File: config.mk
export PLATFORM = sky130hd
export DESIGN_NAME = matmul_seq_ctrl
export DESIGN_NICKNAME = d
export VERILOG_FILES = /design/src/rtl/matmul_pkg.sv /design/src/rtl/matmul_mac.sv /design/src/rtl/matmul_seq_ctrl.sv
export SDC_FILE = /design/constraint.sdc
export NUM_CORES = 2
export LEC_CHECK = 0
export ABC_AREA = 0
export BUFFER_PORTS_ARGS = -buffer_cell sky130_fd_sc_hd__buf_2
export CORE_ASPECT_RATIO = 0.8
export CORE_MARGIN = 3
export CORE_UTILIZATION = 30
export CTS_CLUSTER_DIAMETER = 80
export DETAILED_ROUTE_END_ITERATION = 10
export PLACE_DENSITY = 0.57
export SLEW_MARGIN = 20
export SYNTH_ARGS = -nofsm -noshare
export SYNTH_HDL_FRONTEND = slang
export SYNTH_HIERARCHICAL = 1
export SYNTH_SLANG_ARGS = --single-unit
File: constraint.sdc
create_clock -name clk -period 45.9 [get_ports clk]
set_input_delay 9.18 -clock clk [delete_from_list [all_inputs] [get_ports clk]]
set_output_delay 9.18 -clock clk [all_outputs]
set_load 0.005 [all_outputs]
File: src/rtl/matmul_pkg.sv
// Shared constants, types and row-major element helpers for the sequential
// 3x3 matrix-multiply controller.
package matmul_pkg;

    localparam int N      = 3;
    localparam int DATA_W = 16;
    localparam int ACC_W  = 32;
    localparam int IDX_W  = $clog2(N);
    localparam int NN     = N * N;
    localparam int AB_W   = NN * DATA_W;
    localparam int C_W    = NN * ACC_W;

    typedef enum logic [1:0] {
        IDLE    = 2'd0,
        COMPUTE = 2'd1,
        DONE    = 2'd2
    } state_t;

    typedef logic [IDX_W-1:0] idx_t;

    // Element [0][0] sits in the MSBs, so the LSB offset counts down from the top.
    function automatic int elem_lsb(input idx_t r, input idx_t c, input int w);
        return (NN - 1 - (int'(r) * N + int'(c))) * w;
    endfunction

    function automatic logic [DATA_W-1:0] get_op(input logic [AB_W-1:0] m,
                                                 input idx_t r, input idx_t c);
        return m[elem_lsb(r, c, DATA_W) +: DATA_W];
    endfunction

    function automatic logic [C_W-1:0] put_c(input logic [C_W-1:0] m,
                                             input idx_t r, input idx_t c,
                                             input logic [ACC_W-1:0] v);
        logic [C_W-1:0] res_s;
        res_s = m;
        res_s[elem_lsb(r, c, ACC_W) +: ACC_W] = v;
        return res_s;
    endfunction

endpackage

File: src/rtl/matmul_mac.sv
// Single 16x16 multiply-accumulate unit with a registered accumulator; sum
// exposes this cycle's result so the controller can store it on the same edge.
module matmul_mac
    import matmul_pkg::*;
(
    input  logic              clk,
    input  logic              rst,
    input  logic              en,
    input  logic              clear,
    input  logic [DATA_W-1:0] a,
    input  logic [DATA_W-1:0] b,
    output logic [ACC_W-1:0]  acc,
    output logic [ACC_W-1:0]  sum
);

    logic [2*DATA_W-1:0] prod_s;
    logic [ACC_W-1:0]    acc_r;

    // Full-width unsigned product; the accumulation wraps modulo 2^ACC_W.
    always_comb begin
        prod_s = {{DATA_W{1'b0}}, a} * {{DATA_W{1'b0}}, b};
        if (clear) begin
            sum = ACC_W'(prod_s);
        end else begin
            sum = acc_r + ACC_W'(prod_s);
        end
    end

    // Accumulator register.
    always_ff @(posedge clk or posedge rst) begin
        if (rst) begin
            acc_r <= '0;
        end else if (en) begin
            acc_r <= sum;
        end else begin
            acc_r <= acc_r;
        end
    end

    assign acc = acc_r;

endmodule

File: src/rtl/matmul_seq_ctrl.sv
// Sequential 3x3 matrix multiply: latches A/B, walks the 27 partial products
// through one MAC (k innermost, then j, then i) and presents C over valid/ready.
module matmul_seq_ctrl
    import matmul_pkg::*;
(
    input  logic            clk,
    input  logic            rst,
    input  logic            in_valid,
    output logic            in_ready,
    input  logic [AB_W-1:0] in_a,
    input  logic [AB_W-1:0] in_b,
    output logic            out_valid,
    input  logic            out_ready,
    output logic [C_W-1:0]  out_c,
    output logic            busy
);

    localparam idx_t IDX_MAX = idx_t'(N - 1);

    state_t          state_r, state_s;
    idx_t            i_r, j_r, k_r;
    logic [AB_W-1:0] a_r, b_r;
    logic [C_W-1:0]  c_r;
    logic [ACC_W-1:0] acc_s, sum_s;
    logic            accept_s, compute_s, last_s;

    assign accept_s  = in_valid && (state_r == IDLE);
    assign compute_s = (state_r == COMPUTE);
    assign last_s    = compute_s && (i_r == IDX_MAX) && (j_r == IDX_MAX) && (k_r == IDX_MAX);

    // State register.
    always_ff @(posedge clk or posedge rst) begin
        if (rst) begin
            state_r <= IDLE;
        end else begin
            state_r <= state_s;
        end
    end

    // Next-state logic.
    always_comb begin
        state_s = state_r;
        case (state_r)
            IDLE: begin
                if (accept_s) state_s = COMPUTE;
                else          state_s = IDLE;
            end
            COMPUTE: begin
                if (last_s) state_s = DONE;
                else        state_s = COMPUTE;
            end
            DONE: begin
                if (out_ready) state_s = IDLE;
                else           state_s = DONE;
            end
            default: state_s = IDLE;
        endcase
    end

    // Operand capture, index walk and result storage.
    always_ff @(posedge clk or posedge rst) begin
        if (rst) begin
            a_r <= '0;
            b_r <= '0;
            c_r <= '0;
            i_r <= '0;
            j_r <= '0;
            k_r <= '0;
        end else if (accept_s) begin
            a_r <= in_a;
            b_r <= in_b;
            i_r <= '0;
            j_r <= '0;
            k_r <= '0;
        end else if (compute_s) begin
            if (k_r == IDX_MAX) begin
                c_r <= put_c(c_r, i_r, j_r, sum_s);
                k_r <= '0;
                if (j_r == IDX_MAX) begin
                    j_r <= '0;
                    i_r <= (i_r == IDX_MAX) ? idx_t'(0) : i_r + idx_t'(1);
                end else begin
                    j_r <= j_r + idx_t'(1);
                end
            end else begin
                k_r <= k_r + idx_t'(1);
            end
        end
    end

    matmul_mac u_mac (
        .clk   (clk),
        .rst   (rst),
        .en    (compute_s),
        .clear (k_r == '0),
        .a     (get_op(a_r, i_r, k_r)),
        .b     (get_op(b_r, k_r, j_r)),
        .acc   (acc_s),
        .sum   (sum_s)
    );

    assign in_ready  = (state_r == IDLE);
    assign out_valid = (state_r == DONE);
    assign busy      = (state_r == COMPUTE) || (state_r == DONE);
    assign out_c     = c_r;

    logic unused_s;
    assign unused_s = ^acc_s;

endmodule

==> tab_implementation.tex <==
\begin{tabular}{lr}
\hline
Metric & Value \\
\hline
\multicolumn{2}{l}{\textbf{Run status}} \\
\quad Result of the run & completed \\
\multicolumn{2}{l}{\textbf{Floorplan}} \\
\quad Die outline width & 397.2 microns \\
\quad Count of standard-cell rows & 114 \\
\quad Starting density of the core & 30.30\% \\
\quad Height of the die & 319.0 microns \\
\quad Die footprint & 0.1267 sq mm \\
\quad Core region area & 0.1212 sq mm \\
\quad Number of placed I/O pins & 583 \\
\multicolumn{2}{l}{\textbf{Final layout}} \\
\quad Share of final-layout standard cells stronger than drive strength 1 & 35.19\% \\
\quad Post-layout net count & 4364 \\
\quad Flip-flop and latch area & 0.01541 sq mm \\
\quad Total area of multi-input combinational cells & 0.01969 sq mm \\
\quad Final non-filler cell total & 5411 \\
\quad Layout-stage area growth over the synthesis result & 19.48\% \\
\quad Total of fill cells in the finished design & 12160 \\
\multicolumn{2}{l}{\textbf{Global route}} \\
\quad Tot GR Track Use & 16.93\% \\
\quad Overflow left after global routing & 0 \\
\quad Largest net degree at the start of global routing & 183 \\
\quad First-pass GRT wire length & 164.3 mm \\
\quad Number of antenna violations at the first check in global routing & 45 \\
\quad Number of global-route vias before repair & 26100 \\
\multicolumn{2}{l}{\textbf{CTS}} \\
\quad Clk Tree Root Cell & sky130\_fd\_sc\_hd\_\_clkbuf\_16 \\
\quad TritonCTS clock tree & yes \\
\quad \# hold bufs at CTS & 0 \\
\quad Number of buffers added for setup after CTS & 0 \\
\quad Resized cells post-CTS & 0 \\
\quad Clock buffer count from CTS & 69 \\
\quad Clock-pin slew on the worst setup and hold paths & 60 ps \\
\quad Number of clock sinks seen by CTS & 616 \\
\quad Maximum buffer depth of the clock tree & 3 \\
\quad Insertion delay to the later sink of the worst-skew pair & 670 ps \\
\quad Clock H-tree levels & 3 \\
\multicolumn{2}{l}{\textbf{Hold path}} \\
\quad Class of the tightest hold or removal check & flop to flop \\
\quad Hold path startpoint & out\_c[41]\$\_DFFE\_PP0P\_ \\
\quad Number of cells traversed by the worst hold path & 2 \\
\quad Capture endpoint of the worst hold path & out\_c[41]\$\_DFFE\_PP0P\_ \\
\multicolumn{2}{l}{\textbf{Critical path}} \\
\quad Most Frequent Cell on Critical Path & sky130\_fd\_sc\_hd\_\_ha\_1 \\
\quad Worst r2r src & i\_r[0]\$\_DFFE\_PP0P\_ \\
\quad Buffering stage count on the worst path with inverters included & 7 \\
\quad Endpoint type of the worst setup path & flop \\
\quad Element type at the critical path start & flop \\
\quad Worst Setup Path Type & flop to flop \\
\quad Internal reg-to-reg setup slack & 33070 ps \\
\quad CP startpoint & i\_r[0]\$\_DFFE\_PP0P\_ \\
\quad FF-to-FF path depth & 40 \\
\quad Worst path max stage delay & 700 ps \\
\quad Required time reported for the critical path endpoint & 46450 ps \\
\quad Reg2Reg Capture Point & out\_c[94]\$\_DFFE\_PP0P\_ \\
\quad Crit path max-delay family & adder cells \\
\quad Max FO, Critical Path & 18 \\
\quad Data arrival time of the critical path & 13380 ps \\
\quad Slowest CP cell & sky130\_fd\_sc\_hd\_\_o21ai\_0 \\
\multicolumn{2}{l}{\textbf{STA}} \\
\quad Min Tclk post-route & 12830 ps \\
\quad Period utilization & 27.94\% \\
\quad Maximum clock frequency & 77.97 MHz \\
\quad Headroom to the max-slew limit & 17.96\% \\
\quad Final worst clock skew & 29.99 ps \\
\quad Setup repair after global routing missed its margin & false \\
\quad Setup-violating endpoint count in the final report & 0 \\
\quad Worst Max-Slew Pin Slew & 1231 ps \\
\quad Final setup TNS & 0 ps \\
\quad Pins Over Slew Limit & 0 \\
\quad Final Hold Vio Count & 0 \\
\multicolumn{2}{l}{\textbf{Drt}} \\
\quad Routed length per instance & 20.02 microns \\
\quad Via/cell ratio & 4.759 \\
\quad Via Count & 25750 \\
\quad Remaining DRCs & 0 \\
\quad Violation count after the first detailed-routing iteration & 1588 \\
\quad TritonRoute pass-1 iters & 5 \\
\quad Detailed-route wire length & 108.3 mm \\
\quad Antenna violation net count after detailed routing & 0 \\
\multicolumn{2}{l}{\textbf{Placement}} \\
\quad Post-detail-place hpwl & 80.30 mm \\
\quad Number of port buffers & 582 \\
\quad \# placed instances & 5263 \\
\quad Routability-driven placement congestion ratio & 0.8034 \\
\multicolumn{2}{l}{\textbf{Synthesis}} \\
\quad Sequential cell area fraction in the yosys report & 41.96\% \\
\quad Syn Nets & 3824 \\
\quad Synth async-reset ratio & 100.0\% \\
\quad Mean area per synthesized cell & 11.59 sq um \\
\quad Count of flip-flops with a built-in enable after synthesis & 0 \\
\quad Cells after Synth & 3170 \\
\quad Distinct cells, synth & 75 \\
\quad Summed instance area of the synthesized netlist & 0.03674 sq mm \\
\quad Yosys warning count & 6 \\
\quad Total of flip-flops plus latches after synthesis & 616 \\
\quad Dominant synthesized flop cell & sky130\_fd\_sc\_hd\_\_dfrtp\_1 \\
\multicolumn{2}{l}{\textbf{Job}} \\
\quad Max-Cap Viols & 0 \\
\hline
\end{tabular}
[worst min-delay path, delay by kind of cell, from the launching register on]
kind            cells  cell delay (ps)
simple gates        1               40
compound gates      1               60
flops               1              340
[cell usage in the layout, fill, tap and decap left out, drive strengths merged, types with 8 or more instances in the layout]
cell type,n
a211oi,10
xor2,18
nand2b,11
o22ai,20
diode,27
inv,284
nand4,11
xnor2,42
a21oi,65
o21a,8
nand3,11
o21ai,176
a22oi,35
a31oi,25
fa,199
clkbuf,99
dfrtp,616
a21o,27
buf,633
nand2,378
mux4,64
nor3,32
mux2,487
and2,175
nor2,64
ha,163
clkinv,13
[logic make-up after synthesis]
logic type	synth area share, %
and+or+nand+nor	9.254
DFF	41.96
AOI/OAI and AO/OA	6.955
buffers and inverters	4.734
muxes	19.19
adders and majority gates	16.42
xor gates and xnor gates	1.482
[area by class of cell]
cell class | count | share of cell area [%]
Antenna cell | 27 | 0.1539
Clock buffer | 99 | 4.538
Clock inverter | 22 | 0.7240
Inverter | 281 | 2.420
Multi-Input combinational cell | 2109 | 44.85
Sequential cell | 616 | 35.12
Tap cell | 1624 | 4.629
Timing Repair Buffer | 633 | 7.573
[sequential cells by signal, summed over array words and instances, names as in the netlist]
name,cells
u_mac/acc,32
i_r,2
a_r,144
out_c,288
j_r,2
b_r,144
k_r,2
state_r,2
[Yosys cell counts, types with 8 or more instances]
library cell	number	share of area (%)
sky130_fd_sc_hd__nand3_1	11	0.15
sky130_fd_sc_hd__mux2_2	459	14
sky130_fd_sc_hd__clkbuf_1	132	1.3
sky130_fd_sc_hd__xnor2_1	41	0.98
sky130_fd_sc_hd__o21ai_0	168	2.3
sky130_fd_sc_hd__o21a_1	8	0.16
sky130_fd_sc_hd__buf_2	10	0.14
sky130_fd_sc_hd__inv_1	279	2.9
sky130_fd_sc_hd__a211oi_1	8	0.16
sky130_fd_sc_hd__ha_1	163	5.6
sky130_fd_sc_hd__nand4_1	11	0.19
sky130_fd_sc_hd__o22ai_1	20	0.34
sky130_fd_sc_hd__xor2_1	18	0.43
sky130_fd_sc_hd__a21o_1	27	0.55
sky130_fd_sc_hd__nor3_1	31	0.42
sky130_fd_sc_hd__a31oi_1	25	0.43
sky130_fd_sc_hd__mux2_4	23	0.94
sky130_fd_sc_hd__buf_1	11	0.11
sky130_fd_sc_hd__nand2_1	377	3.9
sky130_fd_sc_hd__a22oi_1	35	0.72
sky130_fd_sc_hd__fa_1	199	11
sky130_fd_sc_hd__mux4_2	64	3.9
sky130_fd_sc_hd__a21oi_1	65	0.89
sky130_fd_sc_hd__dfrtp_1	616	42
sky130_fd_sc_hd__nor2_1	64	0.65
sky130_fd_sc_hd__nand2b_1	11	0.19
sky130_fd_sc_hd__and2_1	175	3.0
[worst max path at each step]
stage,endpoint,slack (ps),cells past startpoint
after floorplan,a_r[0]$_DFFE_PP0P_,20380,1
after global placement,a_r[65]$_DFFE_PP0P_,32460,6
after detailed placement,a_r[113]$_DFFE_PP0P_,32490,6
after CTS,out_c[94]$_DFFE_PP0P_,33150,40
after global routing,out_c[127]$_DFFE_PP0P_,32200,43
final,out_c[94]$_DFFE_PP0P_,33070,40
[per-stage QoR]
stage	hold WS, ps	util, %	setup WS (ps)	instance area (sq um)
after floorplan	473.3	-	20380	36740
after global placement	455.1	34.24	32460	41510
after detailed placement	464.7	34.24	32490	41510
after CTS	478.0	36.14	33150	43820
after global routing	484.9	36.17	32200	43860
final	472.6	36.21	33070	43900
[routing by layer]
layer,vias up,part of all wire [%],track usage [%]
met5,-,0.13,0
met4,22,2.6,5.122
met3,142,6.1,3.875
met2,617,47,26.79
met1,13070,45,23.10
li1,11900,-,-
Power is left out: the tool's default activity adds up to more than one toggle a clock period on the data nets, which glitch-free logic cannot reach.
